## config.mk

```make
export PLATFORM = sky130hd
export DESIGN_NAME = feature_extractor
export DESIGN_NICKNAME = d
export VERILOG_FILES = /design/src/rtl/feature_extractor_pkg.sv /design/src/rtl/feature_extractor_conv3x3_window.sv /design/src/rtl/feature_extractor.sv
export SDC_FILE = /design/constraint.sdc
export NUM_CORES = 1
export LEC_CHECK = 0
export CAP_MARGIN = 20
export CORE_ASPECT_RATIO = 0.75
export CORE_MARGIN = 2
export CORE_UTILIZATION = 53
export CTS_BUF_LIST = sky130_fd_sc_hd__clkbuf_4 sky130_fd_sc_hd__clkbuf_8
export CTS_CLUSTER_SIZE = 20
export DETAILED_ROUTE_END_ITERATION = 10
export GPL_TIMING_DRIVEN = 0
export PLACE_DENSITY = 0.72
export SYNTH_ARGS = -nofsm -noshare
export SYNTH_HDL_FRONTEND = slang
export SYNTH_SLANG_ARGS = --single-unit
```

## constraint.sdc

```tcl
create_clock -name clk -period 7.8 [get_ports clk]
set_input_delay 0.78 -clock clk [delete_from_list [all_inputs] [get_ports clk]]
set_output_delay 0.78 -clock clk [all_outputs]
set_load 0.03 [all_outputs]
```

## src/rtl/feature_extractor_pkg.sv

```systemverilog
`default_nettype none
// ============================================================================
// feature_extractor_pkg : frame geometry, Laplacian kernel and FSM state type
// Rev 1.0
// ============================================================================
package feature_extractor_pkg;

   localparam int IMG_WIDTH  = 32;
   localparam int IMG_HEIGHT = 32;
   localparam int CONV_W     = IMG_WIDTH - 2;
   localparam int POOL_W     = CONV_W / 2;
   localparam int OUT_W      = 22;
   localparam int PIX_W      = 8;
   // 13 signed bits hold the full +/-2040 kernel range with margin
   localparam int SUM_W      = 13;

   localparam int ROW_W  = $clog2(IMG_HEIGHT);
   localparam int COL_W  = $clog2(IMG_WIDTH);
   localparam int PCOL_W = $clog2(POOL_W);
   localparam int RES_W  = $clog2(POOL_W * POOL_W + 1);

   localparam logic signed [4:0] KERNEL [3][3] = '{
      '{-5'sd1, -5'sd1, -5'sd1},
      '{-5'sd1,  5'sd8, -5'sd1},
      '{-5'sd1, -5'sd1, -5'sd1}
   };

   typedef enum logic [1:0] {
      ST_IDLE  = 2'd0,
      ST_RUN   = 2'd1,
      ST_FLUSH = 2'd2
   } fe_state_e;

endpackage
`default_nettype wire

```

## src/rtl/feature_extractor_conv3x3_window.sv

```systemverilog
`default_nettype none
// ============================================================================
// conv3x3_window : line buffers, 3x3 shift window and kernel multiply-add
// Rev 1.0
// ============================================================================
module conv3x3_window
   import feature_extractor_pkg::*;
(
   input  logic                    clk,
   input  logic                    rst,
   input  logic                    accept_i,
   input  logic [PIX_W-1:0]        pixel_i,
   input  logic [ROW_W-1:0]        row_i,
   input  logic [COL_W-1:0]        col_i,
   output logic signed [OUT_W-1:0] conv_o,
   output logic                    conv_valid_o,
   output logic                    conv_row_odd_o,
   output logic                    conv_col_odd_o
);

   logic [PIX_W-1:0]        lb_top_q [IMG_WIDTH];
   logic [PIX_W-1:0]        lb_mid_q [IMG_WIDTH];
   logic [PIX_W-1:0]        win_q    [3][2];
   logic [PIX_W-1:0]        taps     [3][3];
   logic signed [SUM_W-1:0] sum_d;

   logic signed [OUT_W-1:0] conv_q;
   logic                    conv_valid_q;
   logic                    row_odd_q;
   logic                    col_odd_q;

   // Rightmost window column is formed from the incoming pixel so the sum is ready on accept
   always_comb begin
      for (int ky = 0; ky < 3; ky++) begin
         taps[ky][0] = win_q[ky][0];
         taps[ky][1] = win_q[ky][1];
      end
      taps[0][2] = lb_top_q[col_i];
      taps[1][2] = lb_mid_q[col_i];
      taps[2][2] = pixel_i;
   end

   always_comb begin
      sum_d = '0;
      for (int ky = 0; ky < 3; ky++) begin
         for (int kx = 0; kx < 3; kx++) begin
            sum_d = sum_d + SUM_W'(KERNEL[ky][kx])
                          * $signed({{(SUM_W-PIX_W){1'b0}}, taps[ky][kx]});
         end
      end
   end

   always_ff @(posedge clk) begin
      if (accept_i) begin
         lb_top_q[col_i] <= lb_mid_q[col_i];
         lb_mid_q[col_i] <= pixel_i;
         for (int ky = 0; ky < 3; ky++) begin
            win_q[ky][0] <= win_q[ky][1];
            win_q[ky][1] <= taps[ky][2];
         end
      end
   end

   always_ff @(posedge clk) begin
      if (!rst) begin
         conv_q       <= '0;
         conv_valid_q <= 1'b0;
         row_odd_q    <= 1'b0;
         col_odd_q    <= 1'b0;
      end else begin
         conv_valid_q <= accept_i && (row_i >= ROW_W'(2)) && (col_i >= COL_W'(2));
         if (accept_i) begin
            conv_q    <= OUT_W'(sum_d);
            // conv index is image index minus 2, so parity is unchanged
            row_odd_q <= row_i[0];
            col_odd_q <= col_i[0];
         end
      end
   end

   assign conv_o         = conv_q;
   assign conv_valid_o   = conv_valid_q;
   assign conv_row_odd_o = row_odd_q;
   assign conv_col_odd_o = col_odd_q;

endmodule
`default_nettype wire

```

## src/rtl/feature_extractor.sv

```systemverilog
`default_nettype none
// ============================================================================
// feature_extractor : 3x3 Laplacian + 2x2 max-pool streaming front end
// Rev 1.0
// ============================================================================
module feature_extractor
   import feature_extractor_pkg::*;
(
   input  logic                    clk,
   input  logic                    rst,
   input  logic                    start_signal,
   input  logic                    pixel_valid_in,
   input  logic [PIX_W-1:0]        pixel_in,
   output logic signed [OUT_W-1:0] final_result_out,
   output logic                    final_result_valid,
   output logic                    final_done_signal
);

   fe_state_e               state_q, state_d;
   logic [ROW_W-1:0]        row_q, row_d;
   logic [COL_W-1:0]        col_q, col_d;
   logic [PCOL_W-1:0]       pcol_q, pcol_d;
   logic [RES_W-1:0]        res_cnt_q, res_cnt_d;
   logic signed [OUT_W-1:0] result_q, result_d;
   logic                    valid_q, valid_d;
   logic                    done_q, done_d;

   logic signed [OUT_W-1:0] hold_q;
   logic signed [OUT_W-1:0] pool_buf_q [POOL_W];

   logic                    accept;
   logic                    last_pixel;
   logic signed [OUT_W-1:0] conv;
   logic                    conv_valid;
   logic                    conv_row_odd;
   logic                    conv_col_odd;
   logic signed [OUT_W-1:0] hmax;
   logic signed [OUT_W-1:0] vmax;

   conv3x3_window u_window (
      .clk            (clk),
      .rst            (rst),
      .accept_i       (accept),
      .pixel_i        (pixel_in),
      .row_i          (row_q),
      .col_i          (col_q),
      .conv_o         (conv),
      .conv_valid_o   (conv_valid),
      .conv_row_odd_o (conv_row_odd),
      .conv_col_odd_o (conv_col_odd)
   );

   always_ff @(posedge clk) begin
      if (!rst) begin
         state_q <= ST_IDLE;
      end else begin
         state_q <= state_d;
      end
   end

   always_comb begin
      state_d    = state_q;
      accept     = 1'b0;
      done_d     = 1'b0;
      last_pixel = (row_q == ROW_W'(IMG_HEIGHT - 1)) && (col_q == COL_W'(IMG_WIDTH - 1));
      case (state_q)
         ST_IDLE: begin
            if (start_signal) state_d = ST_RUN;
         end
         ST_RUN: begin
            if (start_signal) begin
               state_d = ST_RUN;
            end else if (pixel_valid_in) begin
               accept = 1'b1;
               if (last_pixel) state_d = ST_FLUSH;
            end
         end
         ST_FLUSH: begin
            if (start_signal) begin
               state_d = ST_RUN;
            end else if (valid_q && (res_cnt_q == RES_W'(POOL_W * POOL_W))) begin
               // final result is on the output now; done follows one cycle later
               done_d  = 1'b1;
               state_d = ST_IDLE;
            end
         end
         default: state_d = ST_IDLE;
      endcase
   end

   always_comb begin
      row_d     = row_q;
      col_d     = col_q;
      pcol_d    = pcol_q;
      res_cnt_d = res_cnt_q;
      result_d  = result_q;
      valid_d   = 1'b0;
      hmax      = (hold_q > conv) ? hold_q : conv;
      vmax      = (pool_buf_q[pcol_q] > hmax) ? pool_buf_q[pcol_q] : hmax;
      if (start_signal) begin
         row_d     = '0;
         col_d     = '0;
         pcol_d    = '0;
         res_cnt_d = '0;
      end else begin
         if (accept) begin
            if (col_q == COL_W'(IMG_WIDTH - 1)) begin
               col_d = '0;
               row_d = last_pixel ? '0 : row_q + 1'b1;
            end else begin
               col_d = col_q + 1'b1;
            end
         end
         if (conv_valid && conv_col_odd) begin
            pcol_d = (pcol_q == PCOL_W'(POOL_W - 1)) ? '0 : pcol_q + 1'b1;
            if (conv_row_odd) begin
               result_d  = vmax;
               valid_d   = 1'b1;
               res_cnt_d = res_cnt_q + 1'b1;
            end
         end
      end
   end

   always_ff @(posedge clk) begin
      if (!rst) begin
         row_q     <= '0;
         col_q     <= '0;
         pcol_q    <= '0;
         res_cnt_q <= '0;
         result_q  <= '0;
         valid_q   <= 1'b0;
         done_q    <= 1'b0;
      end else begin
         row_q     <= row_d;
         col_q     <= col_d;
         pcol_q    <= pcol_d;
         res_cnt_q <= res_cnt_d;
         result_q  <= result_d;
         valid_q   <= valid_d;
         done_q    <= done_d;
      end
   end

   // Even conv rows park the horizontal pair max; odd rows consume it
   always_ff @(posedge clk) begin
      if (conv_valid && !start_signal) begin
         if (!conv_col_odd) begin
            hold_q <= conv;
         end else if (!conv_row_odd) begin
            pool_buf_q[pcol_q] <= hmax;
         end
      end
   end

   assign final_result_out   = result_q;
   assign final_result_valid = valid_q;
   assign final_done_signal  = done_q;

endmodule
`default_nettype wire

```

Word level (Yosys, flattened, before mapping)
Memory sizes are Yosys's and may differ from the RTL's. A register that Yosys moved wholly into a read port is not among the register bits.
Cells that the tools add are included.
{"block": "totals", "in_bits": 12, "output_inout_bits": 24, "ramBits": 890, "register_bits": 77, "mem_count": 4, "elab_cells": 101}
{"memory": "pool_buf_q", "depth": 15, "width": 22, "rd": 1, "rd_clocked_by_memory_dff": 1, "wr": 1, "line": "feature_extractor.sv:29", "source": "logic signed [OUT_W-1:0] pool_buf_q [POOL_W];"}
{"memory": "u_window.lb_mid_q", "depth": 32, "width": 8, "rd": 1, "rd_clocked_by_memory_dff": 1, "wr": 1, "line": "feature_extractor_conv3x3_window.sv:22", "source": "logic [PIX_W-1:0] lb_mid_q [IMG_WIDTH];"}
{"memory": "u_window.lb_top_q", "depth": 32, "width": 8, "rd": 1, "rd_clocked_by_memory_dff": 1, "wr": 1, "line": "feature_extractor_conv3x3_window.sv:21", "source": "logic [PIX_W-1:0] lb_top_q [IMG_WIDTH];"}
{"memory": "u_window.win_q", "depth": 3, "width": 16, "rd": 3, "rd_clocked_by_memory_dff": 0, "wr": 3, "line": "feature_extractor_conv3x3_window.sv:23", "source": "logic [PIX_W-1:0] win_q [3][2];"}
{"block": "classes", "n_reduce_logical": 16, "n_mux": 29, "n_eq_ne": 10, "order_cmp": 4, "addsub": 20, "bitwise_logic": 5}
{"op": "8-bit negator with 13-bit output", "count": 8}
{"op": "13-bit adder", "count": 7}
{"op": "22-bit 2-to-1 mux", "count": 2}
{"op": "5-bit 2-to-1 mux", "count": 6}
{"op": "22-bit > comparator", "count": 1}
{"op": "13-bit by 12-bit adder with 13-bit output", "count": 1}
{"op": "13-bit > comparator", "count": 1}
{"op": "2-bit 2-to-1 mux", "count": 6}
{"op": "4-bit 2-to-1 mux", "count": 3}
{"op": "1-bit 2-to-1 mux", "count": 11}
{"op": "5-bit by 1-bit adder with 5-bit output (second input constant)", "count": 2}
{"op": "5-bit == test (second input constant)", "count": 2}
{"op": "5-bit by 2-bit greater-or-equal comparator with 1-bit output (second input constant)", "count": 2}
{"op": "3-bit inequality test (second input constant)", "count": 3}
{"op": "8-bit by 1-bit adder with 8-bit output (second input constant)", "count": 1}
{"op": "8-bit == test (second input constant)", "count": 1}
{"op": "1-bit logical AND", "count": 6}
{"op": "2-bit one-hot mux with 3 select lines", "count": 1}
{"op": "2-bit AND reduction", "count": 3}
{"op": "3-bit OR reduction", "count": 2}
{"op": "1-bit inverter", "count": 5}
{"op": "4-bit by 1-bit adder with 4-bit output (second input constant)", "count": 1}
{"op": "4-bit == test (second input constant)", "count": 1}
{"op": "4-bit AND reduction", "count": 1}
{"op": "7 further kinds", "count": 7}

Logic depth before layout (Yosys ltp)
Gate-level depths: netlist of the first run.
{"block": "depth", "word_depth": 9, "depth_mapped": 21, "mapped_depth_nobuf": 19}

Cells and area by module
From an unflattened synthesis of the first run, not the netlist that was laid out.
{"block": "unflattened", "hier_cells": 2390, "area_unflattened_um2": 42067.8}
{"module": "conv3x3_window", "cells_each": 1244, "n_inst": 1, "area_per_inst_um2": 23866.6, "seq_area_each_um2": 17136.4}
{"module": "feature_extractor", "cells_each": 1146, "n_inst": 1, "area_per_inst_um2": 18201.2, "seq_area_each_um2": 11611.1}

Worst setup path before layout of the first run
No wires, ideal clock.
{"block": "synth_path", "path_type": "register to register", "startpoint": "register with a tool-made name", "endpoint": "register u_window.conv_q[11], in the netlist u_window.conv_o[11]", "path_buffers": 2, "setup_ps": 59, "arrival_time_ps": 5606, "period_less_slack_ps": 5665, "path_slack_ps": 2135, "stages_incl_launch_ff": 20, "required_time_ps": 7741, "cell_sequence": "dfxtp_1 buf_2 buf_2 mux4_2 mux4_2 mux2_2 fa_1 inv_1 fa_1 fa_1 inv_1 fa_1 inv_1 ha_1 a21oi_1 o21ai_0 a21oi_1 o21ai_0 a2111o_1 nand2_1"}
{"item": "end signal, assigned", "line": "feature_extractor_conv3x3_window.sv:73", "source": "conv_q <= OUT_W'(sum_d);"}
{"item": "end, declared", "line": "feature_extractor_conv3x3_window.sv:27", "source": "logic signed [OUT_W-1:0] conv_q;"}

==> summary.md, run 1 <==
| Metric | Value |
|---|---|
| Max Fclk | 138 MHz |
| Via density | 6.02 |
| CTS Buf Count | around 120 |
| Area grow syn2layout | 14.1% |
| Unrepaired setup endpoints after global routing | false |
| Seq/Total Area, Yosys | 70.8% |
| Setup violators final | 0 |
| Total power | 9.09 mW |
| Most frequent cells in the layout | edfxtp_1 (768), mux4_2 (212), clkbuf_8 (132), inv_1 (122), nand2_1 (70) |
| Top cell type's share of synthesized area | 67.0% |
| Reg clk slew, reported paths | 0.06 ns |
| PortBufs | 34 |
| CP Launch Type | flip-flop |
| Hold Path Class | reg -> reg |
| CP Max Fanout | 34 |
| Crit. End Element | flip-flop |
| Most common cell after layout, fill and taps aside | edfxtp_1 |
| Setup tns final | 0 ns |
| Clock buffer depth | 3 |
| Mapped Cells | 1821 |
| Clock root buffer | clkbuf_8 |
| Initial Util | 53.9% |
| PwrDens | about 230 nW/um2 |
| Gr usage total | a little under a quarter |
| CP required | 8.48 ns |
| Slew Viols, Final | 0 |
| Largest net degree at the start of global routing | 38 |
| Boundary Pins | 36 |
| Status | completed |
| Synth area leaders | edfxtp_1 (67%), mux4_2 (14%), dfxtp_1 (3.7%) |
| CTS tree | built |
| Final Critical Period | around 7.3 ns |
| GR Overflow Total | 0 |
| Number of flops mapped to enable cells by yosys | 768 |
| Data arrival, critical path | approximately 8 ns |
| First-pass GRT wire length | 115 mm |
| Fraction of registers with async set/reset | 0% |
| Post-Synthesis Cell Area | 34400 um2 |
| Row count | 80 |
| Routed WL | 77.4 mm |
| Most Used Layer, Global Route | met1 |
| Detail Route Antenna Nets | 0 |
| Largest area contributor in the netlist | edfxtp_1 |
| Final Non-Filler Cells | 2986 |
| Clock Skews | 0.0532 ns |
| Final hold slack | ~0.43 ns |
| Clk_lat worst skew | a little under 0.8 ns |
| Crit share post-route | 93.1% |
| Wire length per cell | about 26 um |
| DR vias | 17971 |
| Sink Count | 832 |
| Die width | 298 um |
| First DRT Iteration DRCs | 2211 |
| Largest vdd supply drop | 0.137 mV |
| Share of cells above drive strength 1 | 25.5% |
| Worst Setup Path Type | reg -> reg |
| Max-cap viol count | 0 |
| Final hold violation count | 0 |
| Avg Cell Area, Syn | 18.9 um2 |
| Hold_buf cts | 0 |
| Cell count after placement | 2762 |
| Total setup buffers inserted after CTS | 0 |
| Synth Register Bits | 832 |
| Die Y | between 200 and 250 um |
| Layout Utilization | 61.4% |
| Pre-Repair DR Iteration Count | 6 |
| Antenna violations before repair | 1 |
| GPL Wtd Cong | 0.894 |
| Vias in the first global route | around 18000 |
| Htree depth | 3 |
| GR Util met3 | 7.73% |
| Worst Tran Pin Value | between 1 and 1.5 ns |
| Core region area | 63900 um2 |
| Leakage Power | 12.7 nW |
| Grt met2 use | 34.2% |
| Full die area | 67000 um2 |
| NumNets Final | 2147 |
| DRC | 0 |
| Met1 usage | 35.0% |
| Yosys warns | 0 |
| Cells resized by post-CTS repair | 0 |
| Synth cell types | 53 |
| Worst slew margin | 22.0% |
| Post-DP HPWL | 53.3 mm |
| Syn nets | 1941 |
| Most used DFF post-synth | edfxtp_1 |
==> final timing paths <==
path                                               to  cells after the start                 start  slack, ns
worst max-delay path              u_window.conv_o[11]                     19             flip-flop       0.54
worst min-delay path            u_window.win_q[2][13]                      0  u_window.win_q[2][5]       0.43
worst max register to register    u_window.conv_o[11]                     19             flip-flop       0.54
worst min register to register  u_window.win_q[2][13]                      0  u_window.win_q[2][5]       0.43
==> synthesized netlist by cell type (all sizes together) (14+ instances only) <==
master and n:
buf 46, a21oi 55, clkbuf 47, o21ai 32
fa 53, a21o 16, nand3 19, mux4 212
edfxtp 768, inv 123, nand2 70, nand4 21
dfxtp 64, mux2i 23, ha 55, o211ai 18
a22oi 14, nor3 16, nor2 76
==> logic make-up (layout without fill, tap and decap cells) <==
kind of cell             Yosys count  count (layout)  share of synthesized area (%)
other                              0               2                              0
adder cells (fa/ha/maj)          108             108                           5.09
multiplexers                     243             243                           14.8
AO/OA/AOI/OAI                    159             159                           2.84
AND/OR/NAND/NOR                  250             250                           3.51
buffers and inverters            216             518                           2.65
flip-flops                       832             832                           70.8
XOR/XNOR                          13              13                          0.331
==> layer usage <==
metal	part of all wire, %	up-vias
met1	43	9312
li1	-	7637
met2	44	897
met5	0	-
met4	1.7	0
met3	11	125
==> stage by stage <==
step | instance area (um2) | setup WS [ns]
after floorplan | 34400 | 2.13
after global placement | 35800 | 0.846
after detailed placement | 36600 | 0.678
after CTS | 39100 | 0.684
after global routing | 39200 | 0.293
final | 39200 | 0.540
==> registers in the layout, indices dropped and copies added (netlist names), 4 cells and up, named ones only <==
signal and flops:
row_q 5, u_window.win_q 48, res_cnt_q 8, u_window.lb_mid_q 256, u_window.lb_top_q 256, u_window.conv_o 13, hold_q 13, final_result_out 13
col_q 5, pool_buf_q 195, pcol_q 4
==> power by group <==
group	leakage, nW	internal, mW	switching, mW
Sequential	7.43	4.90	0.0144
Clock	1.31	1.93	1.65
Combinational	3.95	0.226	0.379
Total	12.7	7.05	2.04
==> worst max-delay path: stages, from the launching register on <==
cell and delay, ns:
dfxtp_1 0.33, clkbuf_1 0.49, buf_1 0.93, mux4_2 0.43, mux4_2 0.49, mux2_2 0.62
fa_1 0.64, inv_1 0.06, fa_1 0.46, fa_1 0.53, inv_1 0.05, fa_1 0.47
inv_1 0.04, ha_1 0.33, a21oi_1 0.19, o21ai_0 0.10, a21oi_1 0.25, o21ai_0 0.23
a2111o_1 0.46, nand2_1 0.07
==> layout make-up <==
cell class                 count  area, um2
fill                        4487      24600
sequential                   832      24300
multi-input combinational    773       9250
clock buffer                 176       2150
timing repair buffer          86       1170
tap                          861       1080
inverter                     123        462
buffer                        93        450
clock inverter                40        344
antenna                        2       5.00
Note: power is estimated with default switching activity, not from simulation.
==> run 2: changes to the inputs <==
--- a/config.mk
+++ b/config.mk
@@ -12,7 +12,7 @@
 export CTS_BUF_LIST = sky130_fd_sc_hd__clkbuf_4 sky130_fd_sc_hd__clkbuf_8
 export CTS_CLUSTER_SIZE = 20
 export DETAILED_ROUTE_END_ITERATION = 10
-export GPL_TIMING_DRIVEN = 0
+export GPL_TIMING_DRIVEN = 1
 export PLACE_DENSITY = 0.72
 export SYNTH_ARGS = -nofsm -noshare
 export SYNTH_HDL_FRONTEND = slang
==> constraint.sdc (replaced) <==
create_clock -name clk -period 7.8 [get_ports clk]
set_input_delay 0.78 -clock clk [delete_from_list [all_inputs] [get_ports clk]]
set_output_delay 0.78 -clock clk [all_outputs]
set_load 0.02 [all_outputs]
==> run 2 against run 1 <==
Compared with the run above:
- first-iteration DRC count fell by 5.7%
- largest cell class unchanged
- via count shrank 2.1%
- sequential share of layout area rose by 1.0 points
- cell count fell by 2.1%
- cell area shrank 1.6%
- critical path depth is 1 lower
- global-route usage is 1.1 points lower
- power decreased by 1.1%
- flip-flop and latch count unchanged
- utilization down 0.96 points
- clock skew is 0.0071 ns lower
==> summary.md, run 2 (same netlist as run 1, synthesis figures left out) <==
| Metric | Value |
|---|---|
| Status | completed |
| Area grow syn2layout | 12.3% |
| Cells resized by post-CTS repair | 0 (unchanged) |
| Setup tns final | 0 ns (unchanged) |
| GPL Wtd Cong | 0.813 (-9.1%) |
| Antenna violations before repair | 2 (+1) |
| DR vias | 17596 (-2.1%) |
| Most common cell after layout, fill and taps aside | edfxtp_1 |
| Clock root buffer | clkbuf_8 |
| Clk_lat worst skew | 0.75 ns (-0.02 ns) |
| PwrDens | 233 nW/um2 (+0.44%) |
| Die Y | 225 um (unchanged) |
| Final hold violation count | 0 (unchanged) |
| CP Launch Type | flip-flop |
| Slew Viols, Final | 0 (unchanged) |
| Pre-Repair DR Iteration Count | 7 (+1) |
| Crit. End Element | flip-flop |
| Largest net degree at the start of global routing | 69 (+82%) |
| Biggest regs | u_window.lb_mid_q (256), u_window.lb_top_q (256), pool_buf_q (195) |
| Largest vdd supply drop | 0.138 mV (+1.3%) |
| CTS Buf Count | 121 (+2.5%) |
| Worst Tran Pin Value | 1.18 ns (+0.0132 ns) |
| GR Overflow Total | 0 (unchanged) |
| Total setup buffers inserted after CTS | 0 (unchanged) |
| Clock buffer depth | 3 (unchanged) |
| Combinational power share | 6.4% (-0.3 points) |
| Data arrival, critical path | 7.05 ns (-0.89 ns) |
| Crit share post-route | 82.1% (-11 points) |
| Most frequent cells in the layout | edfxtp_1 (768), mux4_2 (212), clkbuf_8 (127), inv_1 (122), nand2_1 (70) |
| Htree depth | 3 (unchanged) |
| Boundary Pins | 36 (unchanged) |
| Hold Path Class | reg -> reg |
| Max Fclk | 156 MHz (+13%) |
| CTS tree | built |
| NumNets Final | 2075 (-3.4%) |
| CP required | 8.45 ns (-0.03 ns) |
| CP Max Fanout | 34 (unchanged) |
| Die width | 298 um (unchanged) |
| Setup violators final | 0 (unchanged) |
| Detail Route Antenna Nets | 0 (unchanged) |
| Unrepaired setup endpoints after global routing | false |
| Full die area | 67000 um2 (unchanged) |
| Worst Setup Path Type | reg -> reg |
| Max-cap viol count | 0 (unchanged) |
| Row count | 80 (unchanged) |
| Vias in the first global route | 17755 (-2.3%) |
| DRC | 0 (unchanged) |
| Hold_buf cts | 0 (unchanged) |
| PortBufs | 35 (+2.9%) |
| Filler cell count | 4559 (+1.6%) |
| Share of cells above drive strength 1 | 26.3% (+0.78 points) |
| Layout Utilization | 60.5% (-0.96 points) |
| Switching power | 2.01 mW (-1.5%) |
| Post-DP HPWL | 44.4 mm (-17%) |
| Sequential power share | 54.7% (+0.7 points) |
| Clock Power Share | 39.0% (-0.3 points) |
| Initial Util | 53.9% (unchanged) |
| Final Critical Period | 6.40 ns (-0.856 ns) |
| Routed WL | 73.0 mm (-5.6%) |
| Reg clk slew, reported paths | 0.07 ns (about the same) |
| Worst slew margin | 20.9% (-1.0 points) |
| Leakage Power | 12.4 nW (-2.1%) |
| Wire length per cell | 25.0 um (-3.5%) |
| Switching part of the total | 22.3% (-0.091 points) |
| Sink Count | 832 (unchanged) |
| First-pass GRT wire length | 110 mm (-4.0%) |
| Internal power | 6.98 mW (-1.0%) |
| Via density | 6.02 (about the same) |
| Gr usage total | 22.4% (-1.1 points) |
| First DRT Iteration DRCs | 2086 (-5.7%) |
| Core region area | 63900 um2 (unchanged) |
| Clock Skews | 0.0461 ns (-0.00711 ns) |
-- run 2: changes by cell type in the layout (fill, tap and decap cells not counted), moves of 7 or more --
cell / previous run / this run
buf_1: 13 / 0
buf_16: 8 / 1
buf_2: 12 / 0
buf_4: 22 / 58
buf_6: 15 / 1
buf_8: 27 / 5
clkbuf_1: 46 / 0
clkbuf_4: 44 / 54
clkinv_1: 23 / 31
nor2_1: 44 / 37
nor2_2: 32 / 39
-- run 2: critical path: stages, from the launching register on --
cell and delay, ns:
dfxtp_4 0.71, buf_12 0.32, mux4_2 0.55, mux4_2 0.49
mux2_2 0.52, fa_1 0.59, inv_1 0.06, fa_1 0.44
fa_1 0.51, inv_1 0.05, fa_1 0.48, inv_1 0.04
ha_1 0.33, a21oi_1 0.20, o21ai_0 0.09, a21oi_1 0.21
o21ai_0 0.18, a2111o_1 0.43, nand2_1 0.06
-- run 2: through the flow --
| step | power, mW | worst slack [ns] | hold slack, ns | cells | cell area [um2] |
|---|---|---|---|---|---|
| 4_1_cts | 9.05 | 1.27 | 0.437 | 2919 | 38600 |
| 2_1_floorplan | 5.42 | 2.13 | 0.426 | 1821 | 34400 |
| 6_report | 8.99 | 1.40 | 0.443 | 2922 | 38600 |
| 3_3_place_gp | 5.56 | 1.37 | 0.432 | 2686 | 36100 |
| 5_1_grt | 9.33 | 0.913 | 0.451 | 2921 | 38600 |
| 3_5_place_dp | 5.58 | 1.32 | 0.435 | 2691 | 36100 |
-- run 2: final timing paths --
path                      startpoint                   to  slack, ns  depth (start not counted)
setup / recovery           flip-flop  u_window.conv_o[11]       1.40                         18
hold / removal    u_window.conv_o[1]            hold_q[1]       0.44                          0
setup reg to reg           flip-flop  u_window.conv_o[11]       1.40                         18
hold reg to reg   u_window.conv_o[1]            hold_q[1]       0.44                          0
-- run 2: power by group through the flow --
stage               sequential, mW  combinational [mW]  clock, mW
floorplan                     5.00               0.415          0
global placement              5.01               0.552          0
detailed placement            5.01               0.567          0
CTS                           4.92               0.571       3.57
global route                  4.92               0.659       3.76
finish                        4.92               0.572       3.50
-- run 2: layer usage --
layer / up-vias / share of wire [%] / global-route usage, %
met5: - / 0 / 0
met3: 106 / 9.9 / 5.16
met1: 9126 / 43 / 34.4
li1: 7490 / - / -
met4: 0 / 1.7 / 5.53
met2: 874 / 45 / 32.8
-- run 2: layout make-up --
type                       count  area (um2)  area share [%]
inverter                     123         462            1.20
multi-input combinational    773        9290            24.0
clock buffer                 181        2150            5.57
sequential                   832       24400            63.1
tap                          861        1080            2.79
antenna                        1        2.50         0.00648
timing repair buffer         104         980            2.54
clock inverter                47         307           0.794
==> run 3: changes to the inputs <==
--- a/config.mk
+++ b/config.mk
@@ -13,7 +13,7 @@
 export CTS_CLUSTER_SIZE = 20
 export DETAILED_ROUTE_END_ITERATION = 10
 export GPL_TIMING_DRIVEN = 1
-export PLACE_DENSITY = 0.72
+export PLACE_DENSITY = 0.75
 export SYNTH_ARGS = -nofsm -noshare
 export SYNTH_HDL_FRONTEND = slang
 export SYNTH_SLANG_ARGS = --single-unit
==> constraint.sdc (replaced) <==
create_clock -name clk -period 5.5 [get_ports clk]
set_input_delay 0.55 -clock clk [delete_from_list [all_inputs] [get_ports clk]]
set_output_delay 0.55 -clock clk [all_outputs]
set_load 0.02 [all_outputs]
==> run 3 against run 2 <==
Compared with the run above:
- the run now ends with setup timing left
- register-to-register slack got worse by 1.4 ns
- wire length up 6.2%
- power up 49%
- worst setup slack got worse by 1.4 ns
- cell count is 4.3% higher
- combinational power grew 120%
==> summary.md, run 3 (same netlist as run 1, synthesis figures left out) <==
| Metric | Value |
|---|---|
| Htree depth | 3 (unchanged) |
| Detail Route Antenna Nets | 0 (unchanged) |
| Switching power | 3.09 mW (+54%) |
| Via density | 6.00 (-0.38%) |
| Initial Util | 53.9% (unchanged) |
| Top cell by count, worst path | fa_1 |
| Unrepaired setup endpoints after global routing | true |
| CP Max Fanout | 8 (-76%) |
| CTS Buf Count | 121 (unchanged) |
| Row count | 80 (unchanged) |
| Sink Count | 832 (unchanged) |
| Clock buffer depth | 3 (unchanged) |
| Share of cells above drive strength 1 | 31.8% (+5.6 points) |
| PwrDens | 334 nW/um2 (+43%) |
| Footprint of the multi-input gates | 9530 um2 (+2.6%) |
| Final Non-Filler Cells | 3048 (+4.3%) |
| Die width | 298 um (unchanged) |
| Internal power | 10.3 mW (+48%) |
| Status | finished, violations left |
| Routed WL | 77.6 mm (+6.2%) |
| PortBufs | 35 (unchanged) |
| M1 WL | 32.1 mm (+1.4%) |
| Layout Utilization | 63.1% (+2.6 points) |
| Area grow syn2layout | 17.1% |
| Most common cell after layout, fill and taps aside | edfxtp_1 |
| Worst Setup Slack, final | -0.0177 ns (-1.41 ns) |
| Clock Power Share | 38.9% (about the same) |
| Final hold slack | 0.443 ns (-0.000368 ns) |
| Data arrival, critical path | 6.14 ns (-0.91 ns) |
| CTS tree | built |
| WP buf/inv | 6 (+2) |
| Antenna violations before repair | 1 (-1) |
| Largest stage delay on the critical path | 0.53 ns (-0.18 ns) |
| Combinational power share | 9.3% (+2.9 points) |
| Core region area | 63900 um2 (unchanged) |
| Setup violators final | 4 (+4) |
| Slew Viols, Final | 0 (unchanged) |
| DP Worst Slack | -0.213 ns (-1.53 ns) |
| First-pass GRT wire length | 114 mm (+3.6%) |
| Reg clk slew, reported paths | 0.07 ns (about the same) |
| GR Overflow Total | 0 (unchanged) |
| Clock Skews | 0.0676 ns (+0.0215 ns) |
| Leakage Power | 13.2 nW (+6.7%) |
| DRC | 0 (unchanged) |
| Switching part of the total | 23.0% (+0.64 points) |
| Worst slew margin | 23.5% (+2.5 points) |
| DR WL met3 | 8.18 mm (+13%) |
| Boundary Pins | 36 (unchanged) |
| Critical Path, Cell by Cell | buf_4, buf_12, buf_12, mux4_2, mux4_2, mux2i_1, buf_4, fa_1, fa_1, fa_1, inv_1, fa_1, inv_2, ha_4, a21oi_2, o21ai_2, a21oi_2, xor2_1, o21ai_1, and2_1 |
| Cell count after placement | 2748 (+2.1%) |
| Hold Path Class | reg -> reg |
| Final hold violation count | 0 (unchanged) |
| Crit path max-delay family | adder cells |
| Failing checks | setup timing |
| Vias in the first global route | 18216 (+2.6%) |
| GPL Wtd Cong | 0.824 (+1.4%) |
| Register area | 24400 um2 (unchanged) |
| Biggest regs | u_window.lb_mid_q (256), u_window.lb_top_q (256), pool_buf_q (195) |
| Max-cap viol count | 0 (unchanged) |
| Wire length on met2 | 35.9 mm (+8.9%) |
| DR vias | 18285 (+3.9%) |
| CP Launch Type | flip-flop |
| Worst Tran Pin Value | 1.15 ns (-0.0380 ns) |
| Sequential power share | 51.9% (-2.8 points) |
| Wire length per cell | 25.4 um (+1.8%) |
| NumNets Final | 2200 (+6.0%) |
| Gr usage total | 23.2% (+0.84 points) |
| Crit. End Element | flip-flop |
| Post-Place Cell Area | 36600 um2 (+1.3%) |
| Total power | 13.4 mW (+49%) |
| Most frequent cells in the layout | edfxtp_1 (768), mux4_2 (212), buf_4 (153), clkbuf_8 (124), inv_1 (117) |
| Uppermost layer routed | met4 |
| Critical-path top delay cell | mux4_2 |
| Die Y | 225 um (unchanged) |
| Setup tns final | -0.0501 ns (-0.0501 ns) |
| Max Fclk | 181 MHz (+16%) |
| Clock root buffer | clkbuf_8 |
| Post-DP HPWL | 47.1 mm (+6.0%) |
| Largest net degree at the start of global routing | 53 (-23%) |
| First DRT Iteration DRCs | 2250 (+7.9%) |
| Full die area | 67000 um2 (unchanged) |
| Crit share post-route | 100% (+18 points) |
| Clk_lat worst skew | 0.77 ns (+0.02 ns) |
| Worst Setup Path Type | reg -> reg |
| Pre-Repair DR Iteration Count | 5 (-2) |
| Final Critical Period | 5.52 ns (-0.887 ns) |
| Fin area | 40300 um2 (+4.3%) |
| Filler cell count | 4313 (-5.4%) |
| CP required | 6.12 ns (-2.33 ns) |
| Largest vdd supply drop | 0.184 mV (+33%) |
[run 3: changes by cell type in the layout (fill, tap and decap cells not counted), sizes merged]
cell and change:
buf +122, bufinv +8, clkbuf -28, clkinv +22
clkinvlp +2
[run 3: worst paths after layout]
check | start | cells past startpoint | to | slack [ns]
worst min-delay path | u_window.win_q[0][3] | 0 | u_window.win_q[0][11] | 0.44
worst max register to register | flip-flop | 20 | u_window.conv_o[7] | -0.02
worst min register to register | u_window.win_q[0][3] | 0 | u_window.win_q[0][11] | 0.44
worst max-delay path | flip-flop | 20 | u_window.conv_o[7] | -0.02
[run 3: layout make-up]
type | instances | share of cell area [%]
inverter | 123 | 1.15
sequential | 832 | 60.5
tap | 861 | 2.67
clock buffer | 150 | 4.72
timing repair buffer | 229 | 5.61
clock inverter | 79 | 1.70
antenna | 1 | 0.00621
multi-input combinational | 773 | 23.7
[run 3: routing by layer]
metal  vias up  GRT usage [%]
li1       7739              -
met1      9458           34.7
met2       983           35.1
met3       105           5.36
met4         0           5.84
met5         -              0
[run 3: repair_timing]
action                     4_1_cts  5_1_grt
buffers inserted                39       23
setup endpoints to repair        9       10
gates resized for setup         50       33
pin swaps                       20       30
cloned                           3        3
hold buffers                     0        0
[run 3: power by group through the flow]
| stage | Combinational, mW | Sequential, mW | Clock (mW) |
|---|---|---|---|
| after floorplan | 0.589 | 7.10 | 0 |
| after global placement | 0.914 | 7.10 | 0 |
| after detailed placement | 0.940 | 7.10 | 0 |
| after CTS | 1.09 | 6.97 | 5.30 |
| after global routing | 1.36 | 6.97 | 5.56 |
| final | 1.24 | 6.97 | 5.22 |
